--- config.mk ---
export PLATFORM = sky130hd
export DESIGN_NAME = program_loader
export DESIGN_NICKNAME = d
export VERILOG_FILES = /design/src/rtl/program_loader.sv
export SDC_FILE = /design/constraint.sdc
export NUM_CORES = 1
export LEC_CHECK = 0
export CAP_MARGIN = 20
export CORE_MARGIN = 5
export CORE_UTILIZATION = 50
export DETAILED_ROUTE_END_ITERATION = 8
export GPL_TIMING_DRIVEN = 0
export PLACE_DENSITY = 0.87
export SLEW_MARGIN = 20
export SYNTH_ARGS = -nofsm -noshare
export SYNTH_HDL_FRONTEND = slang
export SYNTH_SLANG_ARGS = --single-unit
--- constraint.sdc ---
create_clock -name clk -period 3.36 [get_ports clk]
set_clock_uncertainty 0.15 [all_clocks]
set_input_delay 0.672 -clock clk [delete_from_list [all_inputs] [get_ports clk]]
set_output_delay 0.672 -clock clk [all_outputs]
set_load 0.03 [all_outputs]
--- src/rtl/program_loader.sv ---
// Boot-time program loader: packs a big-endian byte stream into 32-bit words,
// writes them sequentially from address 0 and holds the CPU in reset until done.
module program_loader #(
   parameter int MEMORY_DEPTH = 32
) (
   input  logic        clk,
   input  logic        reset,
   input  logic        start_i,
   input  logic [15:0] length_i,
   input  logic        byte_valid_i,
   input  logic [7:0]  byte_i,
   output logic        byte_ready_o,
   output logic        mem_write_o,
   output logic [31:0] mem_address_o,
   output logic [31:0] mem_data_o,
   output logic        cpu_hold_o,
   output logic        busy_o,
   output logic        done_o,
   output logic        error_o
);

   localparam int IDX_W = $clog2(MEMORY_DEPTH + 1);

   typedef enum logic [2:0] {
      IDLE,
      LOAD,
      WRITE,
      DONE,
      ERROR
   } state_t;

   state_t            state;
   state_t            state_next;
   logic [IDX_W-1:0]  word_index;
   logic [1:0]        byte_count;
   logic [15:0]       length;
   logic [23:0]       partial;
   logic [15:0]       index_ext;
   logic              accept;
   logic              start_ok;

   assign index_ext = {{(16 - IDX_W){1'b0}}, word_index};
   assign accept    = (state == LOAD) && byte_valid_i;
   assign start_ok  = start_i && ((state == IDLE) || (state == DONE) || (state == ERROR));

   assign byte_ready_o = (state == LOAD);
   assign mem_write_o  = (state == WRITE);
   assign busy_o       = (state == LOAD) || (state == WRITE);
   assign cpu_hold_o   = (state != DONE);
   assign done_o       = (state == DONE);
   assign error_o      = (state == ERROR);

   always_comb begin
      state_next = state;
      case (state)
         IDLE, DONE, ERROR: begin
            if (start_i) begin
               if (length_i == 16'd0)
                  state_next = DONE;
               else if (length_i > 16'(MEMORY_DEPTH))
                  state_next = ERROR;
               else
                  state_next = LOAD;
            end
         end
         LOAD: begin
            if (accept && (byte_count == 2'd3))
               state_next = WRITE;
         end
         WRITE: begin
            if ((index_ext + 16'd1) == length)
               state_next = DONE;
            else
               state_next = LOAD;
         end
         default: state_next = IDLE;
      endcase
   end

   // The output word and address are captured with the 4th byte so they are
   // already stable for the single WRITE cycle and then simply hold.
   always_ff @(posedge clk or negedge reset) begin
      if (!reset) begin
         state         <= IDLE;
         word_index    <= '0;
         byte_count    <= 2'd0;
         length        <= 16'd0;
         partial       <= 24'd0;
         mem_address_o <= 32'd0;
         mem_data_o    <= 32'd0;
      end else begin
         state <= state_next;
         if (start_ok) begin
            length     <= length_i;
            word_index <= '0;
            byte_count <= 2'd0;
         end
         if (accept) begin
            byte_count <= byte_count + 2'd1;
            case (byte_count)
               2'd0: partial[23:16] <= byte_i;
               2'd1: partial[15:8]  <= byte_i;
               2'd2: partial[7:0]   <= byte_i;
               default: begin
                  mem_data_o    <= {partial, byte_i};
                  mem_address_o <= {{(30 - IDX_W){1'b0}}, word_index, 2'b00};
               end
            endcase
         end
         if (state == WRITE)
            word_index <= word_index + 1'b1;
      end
   end

endmodule

# [Yosys cells after proc, flatten, opt, wreduce, memory -nomap -nowiden]
# Cells that the tools add are included.
[totals] register_bits=89 input_bits=28 output_inout_bits=70 elab_cells=53
[op_classes] n_addsub=3 order_cmp=1 n_eq_ne=11 n_mux=10 bitwise=1 reduce_logical=18
[op_table] op="== test 7 x 16 -> 1 bit" n=1
[op_table] op="greater-than comparator 16 x 6 -> 1 bit (second input constant)" n=1
[op_table] op="logical NOT 16 bit" n=1
[op_table] op="two-way mux 3 bit" n=4
[op_table] op="two-way mux 6 bit" n=2
[op_table] op="AND reduction 2 bit" n=5
[op_table] op="one-hot mux 3 bit (3 select lines)" n=1
[op_table] op="adder 6 x 1 -> 7 bit (second input constant)" n=1
[op_table] op="adder 6 x 1 -> 6 bit (second input constant)" n=1
[op_table] op="== test 3 x 2 -> 1 bit (second input constant)" n=2
[op_table] op="two-way mux 2 bit" n=3
[op_table] op="OR reduction 3 bit" n=2
[op_table] op="== test 2 bit (second input constant)" n=2
[op_table] op="nonzero test 2 bit" n=2
[op_table] op="== test 3 x 1 -> 1 bit (second input constant)" n=1
[op_table] op="== test 3 bit (second input constant)" n=1
[op_table] op="logical AND 1 bit" n=3
[op_table] op="logical NOT 3 bit" n=1
[op_table] op="logical OR 1 bit" n=3
[op_table] op="inequality test 3 x 2 -> 1 bit (second input constant)" n=1
[op_table] op="adder 2 x 1 -> 2 bit (second input constant)" n=1
[op_table] op="== test 2 x 1 -> 1 bit (second input constant)" n=1
[op_table] op="logical NOT 2 bit" n=1
[op_table] op="inequality test 2 x 1 -> 1 bit (second input constant)" n=1
[op_table] op="other kinds (2)" n=2

# [Depth between registers and ports, before layout]
# Gate-level depths: netlist of run 1.
[logic_depth] depth_word=6 mapped_depth=8 mapped_depth_nobuf=7

# [Worst setup path after synthesis of run 1]
# No wires, ideal clock.
[synth_timing] path_type="register to output" from="register state[2]" to="output error_o" arrival_ns=1.375 required_time_ns=2.538 path_slack_ns=1.163 stages_incl_launch_ff=3 n_path_buf=1 path_cell_list="dfrtp_1 clkbuf_1 nor3b_1"
[synth_between] elab_chain_len=1
[synth_lines] item="start: declaration" line="32" rtl="state_t state;"
[synth_lines] item="start signal: assignment" line="92" rtl="state <= state_next;"
[synth_lines] item="== test 3 bit" line="51" rtl="assign error_o = (state == ERROR);"
[synth_lines] item="end: declaration" line="19" rtl="output logic error_o"
# Every way passes these cells.

# [Final worst setup path of run 1]
[layout_timing] from="register state[2]" to="output mem_write_o"
[layout_between] elab_chain_len=1
[layout_lines] item="== test 3 x 2 -> 1 bit" line="47" rtl="assign mem_write_o = (state == WRITE);"
[layout_lines] item="end: declaration" line="13" rtl="output logic mem_write_o,"
# Every way passes these cells.

==> key figures, run 1 <==
STA
  • Setup-failing EPs final: 0
  • Final worst slack: 0.388 ns
  • Worst slew pin tran: just over 0.6 ns
  • RSZ-0062 raised after global routing: no
  • Slew Viols, Final: 0
  • Final min period: between 2 and 3 ns
  • Rel. slew slack: 59.3%
  • Fmax: 0.336 GHz
  • Final Cycle Share: 88.4%
  • Final hold vios: 0
  • Setup TNS Final: 0 ns

Route
  • Vias post-DR: around 2700
  • DR pass1 iterations: 4
  • First-iteration detailed-routing DRC count: just over 80
  • Wire per inst: 15.8 µm
  • Number of remaining DRC errors: 0
  • Antenna viol nets, final: 0
  • Vias per cell: 5.08
  • Routed WL: 8.40 mm

Critical path
  • Critical Path Fanout Max: 10
  • R2r endpoint: state[1]$_DFFE_PN0P_
  • Crit start category: flop
  • FF-to-FF Start: state[2]$_DFFE_PN0P_
  • CP Cell Sequence: clkbuf_1 > nor2_1 > nand2_1 > inv_1 > clkdlybuf4s50_1
  • CP bufs+invs: 3
  • Worst r2r path cells: 8
  • Crit path capture: mem_write_o
  • Critical path launch point: state[2]$_DFFE_PN0P_
  • CP arrival: 2.15 ns
  • Worst path max stage delay: 0.69 ns
  • Levels on crit path: 5
  • Worst endpoint required time: approximately 2.5 ns
  • R2R Setup Slk: about 1.2 ns
  • CP delay by family, top: buffers and inverters
  • CP Capture Type: output port
  • Slowest-stage cell, CP: clkdlybuf4s50_1
  • Setup CP Type: reg -> out

Synthesis
  • Most used DFF post-synth: dfrtp_1
  • Synth area leaders: dfrtp_1 54%, mux2_2 15%, mux2_4 8.7%
  • Share of flip-flops with an asynchronous set or reset: 100%
  • EDFF count, synth: 0
  • Seq/Total Area, Yosys: 53.5%
  • Post-Syn Area: slightly above 4000 µm²
  • Largest area contributor in the netlist: dfrtp_1
  • Total number of yosys warnings: 0
  • Synth top cells by count: 89 x dfrtp_1, 54 x mux2_2, 29 x buf_4, 24 x mux2_4, 14 x o21ai_0
  • Yosys reg bits: 89
  • Syn Inst Count: 314
  • Mean Syn Cell Area: approximately 13 µm²
  • Most numerous cell in the Yosys netlist: dfrtp_1
  • Yosys top cell area share: 53.5%
  • Synth unique cells: 43

Clock network
  • Num Clock Sinks: 89
  • Clk_lat worst skew: 0.36 ns
  • Root Buffer: clkbuf_8
  • Postcts setup bufs: 0
  • Clock-pin slew on the worst setup and hold paths: ~0.10 ns
  • H-tree depth: 3
  • Post-CTS sizing: 0
  • Bufs on Longest Clock Path: 2
  • TritonCTS clock tree: built
  • Num CTS Buffers: 9
  • CTS Hold Bufs: 0

Floorplan
  • Boundary Pins: 98
  • # rows: 33
  • Core area: ~8200 µm²
  • Die area: about 10000 µm²
  • Initial Utilization: 50.9%
  • Die height: 101 µm
  • Die width: 101 µm

Cells and area
  • Layout cell share with drive strength beyond 1: 32.1%
  • Fillers: 609
  • Area delta synth->final: 27.8%
  • Final net count: 455
  • Antenna cells: 0
  • Post-layout util: approximately 65%
  • Non-Filler Instances: 532

Global routing
  • Pin count of the biggest net entering global routing: between 40 and 50
  • Global-route wire length before repair: around 13 mm
  • Overflow after GRT: 0
  • Gr usage total: roughly 17%
  • Vias in the first global route: 2692
  • Initial antenna violation count: 0

Pwr
  • Internal: 1.49 mW
  • Logic pwr share: 10.0%
  • Max VDD drop: 189 µV
  • Power per cell area: 382 nW/µm²
  • Leak: 2.60 nW
  • Sw Ratio: a little over a quarter
  • Psw: 0.536 mW
  • Total power: 2.03 mW
  • Clock power share: 34.5%
  • Reg power frac: 55.4%

Place
  • Placed Cells: 516
  • DP Worst Slack: 0.725 ns
  • GP Congestion: ~0.88
  • PortBufs: between 70 and 80
  • HPWL Detailed: 6.33 mm

Job
  • Maxcap violations: 0

Min path
  • Hold Path Class: in -> async

Outcome
  • Status: completed
==> cell families (layout without fill, tap and decap cells) <==
kind of cell / after synthesis / after routing / synth area share (%)
compound gates: 36 / 36 / 5.60
xor+xnor: 7 / 7 / 1.47
fa+ha+maj: 5 / 5 / 1.50
buf+inv: 43 / 131 / 6.83
flops: 89 / 89 / 53.6
mux: 80 / 80 / 23.8
other cells: 1 / 26 / 0.0902
simple gates: 53 / 53 / 7.19
==> worst min-delay path by stage <==
stage	to	from	cells after the start
5_1_grt	length[15]$_DFFE_PN0P_	reset	1
6_report	length[15]$_DFFE_PN0P_	reset	1
2_1_floorplan	byte_count[0]$_DFFE_PN0P_	reset	0
3_5_place_dp	partial[4]$_DFFE_PN0P_	partial[4]$_DFFE_PN0P_	1
3_3_place_gp	length[13]$_DFFE_PN0P_	length[13]$_DFFE_PN0P_	1
4_1_cts	length[15]$_DFFE_PN0P_	reset	1
==> routing by layer <==
| metal | vias up | track usage, % | part of all wire, % |
|---|---|---|---|
| li1 | 1280 | - | - |
| met1 | 1316 | 21.8 | 42 |
| met2 | 92 | 27.8 | 50 |
| met3 | 14 | 3.99 | 6.2 |
| met4 | 0 | 6.03 | 2.0 |
| met5 | - | 0 | 0 |
==> stage by stage <==
step	area, µm²	hold WS [ns]
floorplan	4250	0.226
global placement	5090	0.330
detailed placement	5120	0.340
CTS	5310	0.152
global route	5310	0.171
finish	5310	0.147
==> layout by cell type, fill, tap and decap left out, types with 5 or more instances in the layout <==
cell | Yosys | final
dfrtp_1 | 89 | 89
nor4_1 | 5 | 5
buf_4 | 29 | 30
clkdlybuf4s50_1 | 0 | 70
clkbuf_8 | 0 | 9
o21ai_0 | 14 | 14
mux2_4 | 24 | 24
nand2_1 | 13 | 13
nor2_1 | 7 | 7
ha_1 | 5 | 5
conb_1 | 1 | 26
buf_2 | 5 | 5
mux2_2 | 54 | 54
nand3_1 | 8 | 8
==> worst reg2reg max path: stages, from the launching register on <==
cell and delay [ns]:
dfrtp_1 0.40, clkbuf_1 0.23, nor2_1 0.15, nand2_1 0.17, inv_1 0.16, nand3_1 0.11
nor4_1 0.31, nand4_1 0.15, o31ai_1 0.23
==> power groups by stage <==
stage | sequential, mW | combinational, mW | clock, mW
2_1_floorplan | 1.14 | 0.127 | 0
3_3_place_gp | 1.14 | 0.195 | 0
3_5_place_dp | 1.15 | 0.203 | 0
4_1_cts | 1.12 | 0.204 | 0.721
5_1_grt | 1.13 | 0.221 | 0.774
6_report | 1.12 | 0.203 | 0.701
==> sequential cells by signal, indices dropped and copies added (netlist names) <==
name,cells
partial,24
word_index,6
byte_count,2
mem_data_o,32
mem_address_o,6
length,16
state,3
==> layout make-up <==
class / instances / area (µm²) / area share, %
multi-input cells: 207 / 1740 / 32.8
well taps: 105 / 131 / 2.47
plain buffers: 38 / 265 / 4.99
inverters: 5 / 18.8 / 0.353
flip-flops and latches: 89 / 2230 / 41.9
clock inverters: 7 / 70.1 / 1.32
repair buffers: 72 / 736 / 13.8
clock buffers: 9 / 124 / 2.33
Note: power is estimated with default switching activity, not from simulation.
==> run 2, diff against run 1 <==
--- a/config.mk
+++ b/config.mk
@@ -11,6 +11,7 @@
 export DETAILED_ROUTE_END_ITERATION = 8
 export GPL_TIMING_DRIVEN = 0
 export PLACE_DENSITY = 0.87
+export REMOVE_ABC_BUFFERS = 1
 export SLEW_MARGIN = 20
 export SYNTH_ARGS = -nofsm -noshare
 export SYNTH_HDL_FRONTEND = slang
==> key figures, run 2 (synthesis results as in run 1) <==
STA
  • Setup-failing EPs final: 0
  • Worst slew pin tran: ~0.54 ns
  • Final hold vios: 0
  • Rel. slew slack: between 60% and 70%
  • Fmax: between 0.3 and 0.4 GHz
  • RSZ-0062 raised after global routing: no
  • Final worst slack: 0.280 ns
  • Slew Viols, Final: 0
  • Final Cycle Share: 91.7%
  • Setup TNS Final: 0 ns
  • Final min period: 3.08 ns

Global routing
  • Gr usage total: between 10% and 20%
  • Overflow after GRT: 0
  • Vias in the first global route: 2625
  • Pin count of the biggest net entering global routing: 49
  • Global-route wire length before repair: 12.9 mm
  • Initial antenna violation count: 0

Cells and area
  • Final net count: 418
  • Top flop regs: mem_data_o: 32 flops, partial: 24 flops, length: 16 flops
  • Non-Filler Instances: around 500
  • Antenna cells: 0
  • Most flops, register: mem_data_o
  • Area delta synth->final: 22.2%
  • Commonest non-fill, non-tap cell in the layout: dfrtp_1
  • Layout cell share with drive strength beyond 1: a little over a quarter
  • Max reg flops: 32
  • Highest-count cells in the layout ignoring fill and taps: 89 x dfrtp_1, 70 x clkdlybuf4s50_1, 54 x mux2_2
  • Post-layout util: 62.2%

Clock network
  • TritonCTS clock tree: built
  • Bufs on Longest Clock Path: 2
  • Clk_lat worst skew: 0.36 ns
  • Clock-pin slew on the worst setup and hold paths: 0.10 ns
  • Post-CTS sizing: 0
  • Num Clock Sinks: 89
  • Postcts setup bufs: 0
  • CTS Hold Bufs: 0
  • Root Buffer: clkbuf_8
  • H-tree depth: 3
  • Num CTS Buffers: 9

Floorplan
  • Die width: 101 µm
  • Die height: just over 100 µm
  • Die area: 10200 µm²
  • Initial Utilization: 50.9%
  • Core area: 8180 µm²
  • # rows: 33
  • Boundary Pins: 98

Critical path
  • Critical Path Fanout Max: 15
  • R2R Setup Slk: around 0.97 ns
  • Worst r2r path cells: 4
  • Crit start category: flop
  • Worst endpoint required time: 2.54 ns
  • Setup CP Type: reg -> out
  • FF-to-FF Start: state[0]$_DFFE_PN0P_
  • CP arrival: 2.26 ns
  • R2r endpoint: mem_data_o[20]$_DFFE_PN0P_
  • CP Capture Type: output port

Job
  • Maxcap violations: 0

Pwr
  • Clock power share: 36.6%
  • Total power: between 2 and 2.5 mW
  • Psw: around 0.52 mW
  • Leak: 2.41 nW
  • Power per cell area: about 400 nW/µm²
  • Reg power frac: 54.9%
  • Internal: 1.53 mW
  • Logic pwr share: 8.5%
  • Max VDD drop: 231 µV
  • Sw Ratio: 25.4%

Min path
  • Hold Path Class: in -> async

Outcome
  • Status: completed

Place
  • PortBufs: a little over 70
  • HPWL Detailed: 5.71 mm
  • GP Congestion: 0.813
  • DP Worst Slack: ~0.67 ns
  • Placed Cells: 479

Route
  • Vias per cell: ~5.2
  • Routed WL: 7.81 mm
  • Wire per inst: 15.8 µm
  • First-iteration detailed-routing DRC count: 75
  • Number of remaining DRC errors: 0
  • DR pass1 iterations: 4
  • Antenna viol nets, final: 0
  • Vias post-DR: 2595
==> run 2: cell type report <==
type	count	area, µm²
repair buffers	73	756
clock inverters	7	76.3
multi-input cells	207	1750
inverters	5	18.8
clock buffers	9	124
fillers	633	3090
well taps	105	131
flip-flops and latches	89	2230
==> run 2: through the flow <==
| step | instance area, µm² | hold WS [ns] |
|---|---|---|
| after CTS | 5080 | 0.140 |
| after floorplan | 3990 | 0.226 |
| final | 5080 | 0.131 |
| after detailed placement | 4880 | 0.337 |
| after global placement | 4830 | 0.332 |
| after global routing | 5080 | 0.173 |
==> run 2: worst max path at each step <==
stage	start	to	slack [ns]	cells past startpoint
after CTS	state[0]$_DFFE_PN0P_	byte_ready_o	0.26	3
after detailed placement	state[0]$_DFFE_PN0P_	byte_ready_o	0.67	3
final	state[0]$_DFFE_PN0P_	byte_ready_o	0.28	3
after global placement	reset	length[12]$_DFFE_PN0P_	-1.61	1
after floorplan	state[0]$_DFFE_PN0P_	mem_address_o[2]$_DFFE_PN0P_	0.10	3
after global routing	state[0]$_DFFE_PN0P_	byte_ready_o	0.18	3
==> run 2: routing by layer <==
layer | GRT usage [%] | vias to the layer above | wire length, µm
li1 | - | 1201 | -
met1 | 21.4 | 1298 | 3450
met2 | 25.7 | 88 | 3790
met3 | 3.03 | 8 | 490
met4 | 5.52 | 0 | 83
met5 | 0 | - | 0
==> run 2: power by group through the flow <==
stage	combinational [mW]	clock, mW	sequential [mW]
final	0.175	0.752	1.13
after global placement	0.167	0	1.15
after floorplan	0.101	0	1.14
after detailed placement	0.176	0	1.15
after global routing	0.192	0.803	1.13
after CTS	0.176	0.769	1.13
==> run 2: critical path, cell delays in order, from the launching register on <==
cell and delay (ns):
dfrtp_1 0.63, or3b_1 0.47, clkinv_1 0.12, clkdlybuf4s50_1 0.68
==> run 3, diff against run 2 <==
==> constraint.sdc (replaced) <==
create_clock -name clk -period 3.6 [get_ports clk]
set_clock_uncertainty 0.15 [all_clocks]
set_input_delay 0.72 -clock clk [delete_from_list [all_inputs] [get_ports clk]]
set_output_delay 0.72 -clock clk [all_outputs]
set_load 0.03 [all_outputs]
==> results of run 3 <==
Same layout as run 2 (identical final DEF). Status: completed.
Main changes from that run: setup slack after placement 0.670 ns -> 0.862 ns; setup slack after layout 0.280 ns -> 0.472 ns; hold slack 0.131 ns -> 0.179 ns; register-to-register setup slack 0.97 ns -> 1.21 ns; total power 2.05 mW -> 1.92 mW; worst IR drop on VDD 231 µV -> 216 µV
==> RTL edit (flow settings as in run 2) <==
Encoding of `state_t`: now one-hot (5 bits for 5 states).
--- a/src/rtl/program_loader.sv
+++ b/src/rtl/program_loader.sv
@@ -23,8 +23,8 @@
 
-   typedef enum logic [2:0] {
-      IDLE,
-      LOAD,
-      WRITE,
-      DONE,
-      ERROR
+   typedef enum logic [4:0] {
+      IDLE  = 5'b00001,
+      LOAD  = 5'b00010,
+      WRITE = 5'b00100,
+      DONE  = 5'b01000,
+      ERROR = 5'b10000
    } state_t;
Behaviour: same outputs for any inputs over 10 cycles, from zero or initial values and one cycle with reset low; not proved beyond that.
==> RTL edit against run 2 <==
- final area decreased by 0.81%
- critical path depth increased by 2
- synthesized area down 1.1%
- first-iteration DRC count down 2.7%
- setup slack improved by 90 ps
- sequential cell count grew 2
- critical path type unchanged
- highest routed layer unchanged
- routed wire length down 2.5%
- register-to-register slack got worse by 240 ps
- core utilization down 0.19 points
Power is not compared: it rests on default switching activity, and its combinational part moved more than twofold at a synthesized area within 25%.
==> RTL edit: results <==
[grt]
grt_start_max_net_pins = 48
grt_pass1_vias = 2652
grt_pass1_wl_um = 12800
track_usage_pct = 16.0
antenna_found_initial = 0
grt_use_met3_pct = 4.50
met2_usage_pct = 27.0
met1_usage_pct = 19.9

[synthesis]
synth_cell_types = 46
synthTopCellsByArea = dfrtp_1 55%, mux2_2 19%, buf_4 4.9%
yosys-top-cells-count = 90 x dfrtp_1, 69 x mux2_2, 27 x buf_4
synthArstFlopShare_pct = 100
ys_seq_area_share_pct = 55.4
yosysWarningCount = 0

[final_layout]
diodes = 0
nets = 420
drive_gt1_share_pct = 26.5
fill_cells = 635
largestRegisters = mem_data_o (32), partial (24), length (16)

[cts]
ctsRootBufferMaster = clkbuf_8
htree_levels = 3
cts_made_buffers = 9

[worst_setup_path]
crit_family = buffers and inverters
rr_worst_depth = 5
cp_max_fo = 7
rrSetupSlack_ps = 730
critPathArrivalTime_ps = 2170
critical_path.slowest_cell = dfstp_2
timing.rr.end = mem_data_o[17]
max_stage_delay_ps = 600
r2r-start = state[4]
cp-startpoint = state[0]
cp-endpoint = busy_o

[route]
routed_via_density = 5.15
drt_iter0_drc = 73
wl_met1_um = 3230
met2_wirelength_um = 3750
wl_met3_um = 509
highest_layer = met4
dr.pass1.iters = 4
wire_per_inst_um = 15.3

[min_path]
hp-class = in -> async

[placed_design]
globalplace.congestion = 0.846
numPortBuffers = 71
hpwl_um = 5550

[sta]
report.final.slew_viol_count = 0
tightest_slew_ps = 1010

[power_and_ir_drop]
p_leak_nw = 2.42

[outcome]
status = complete, no violations
==> RTL edit: kinds of logic (layout without fill, tap and decap cells) <==
group | Yosys count | in the layout | synth area share [%]
multiplexers | 80 | 80 | 22.7
adder cells (fa/ha/maj) | 5 | 5 | 1.52
AND/OR/NAND/NOR | 56 | 56 | 6.85
flip-flops | 91 | 91 | 55.4
XOR/XNOR | 7 | 7 | 1.49
AO/OA/AOI/OAI | 31 | 31 | 5.14
buffers and inverters | 43 | 96 | 6.84
other | 1 | 26 | 0.0912
==> RTL edit: cell type report <==
| type | count | share of cell area, % |
|---|---|---|
| Clock buffer | 11 | 2.80 |
| Clock inverter | 5 | 1.19 |
| Inverter | 6 | 0.447 |
| Multi-Input combinational cell | 205 | 32.8 |
| Sequential cell | 91 | 45.2 |
| Tap cell | 105 | 2.61 |
| Timing Repair Buffer | 74 | 15.0 |
==> RTL edit: timing repair <==
| item | CTS | global route |
|---|---|---|
| setup buffers | 0 | 1 |
| setup endpoints to repair | 0 | 1 |
| resized for setup | 0 | 1 |
==> RTL edit: metrics by stage <==
| step | cell area, um^2 | hold WS [ps] | setup slack (ps) | util (%) | std cells |
|---|---|---|---|---|---|
| global placement | 4790 | 332 | -1670 | 58.9 | 478 |
| finish | 5040 | 160 | 370 | 62.0 | 497 |
| global route | 5040 | 194 | 270 | 62.0 | 497 |
| floorplan | 3950 | 226 | 887 | - | 302 |
| CTS | 5030 | 166 | 2.86 | 61.9 | 496 |
| detailed placement | 4830 | 335 | 422 | 59.4 | 480 |
==> RTL edit: power breakdown <==
group | switching (W) | leakage (nW) | internal, W
Clock | 0.000381 | 0.100 | 0.000369
Sequential | 0.0000878 | 1.22 | 0.00122
Combinational | 0.000224 | 1.10 | 0.000243
Total | 0.000693 | 2.42 | 0.00183
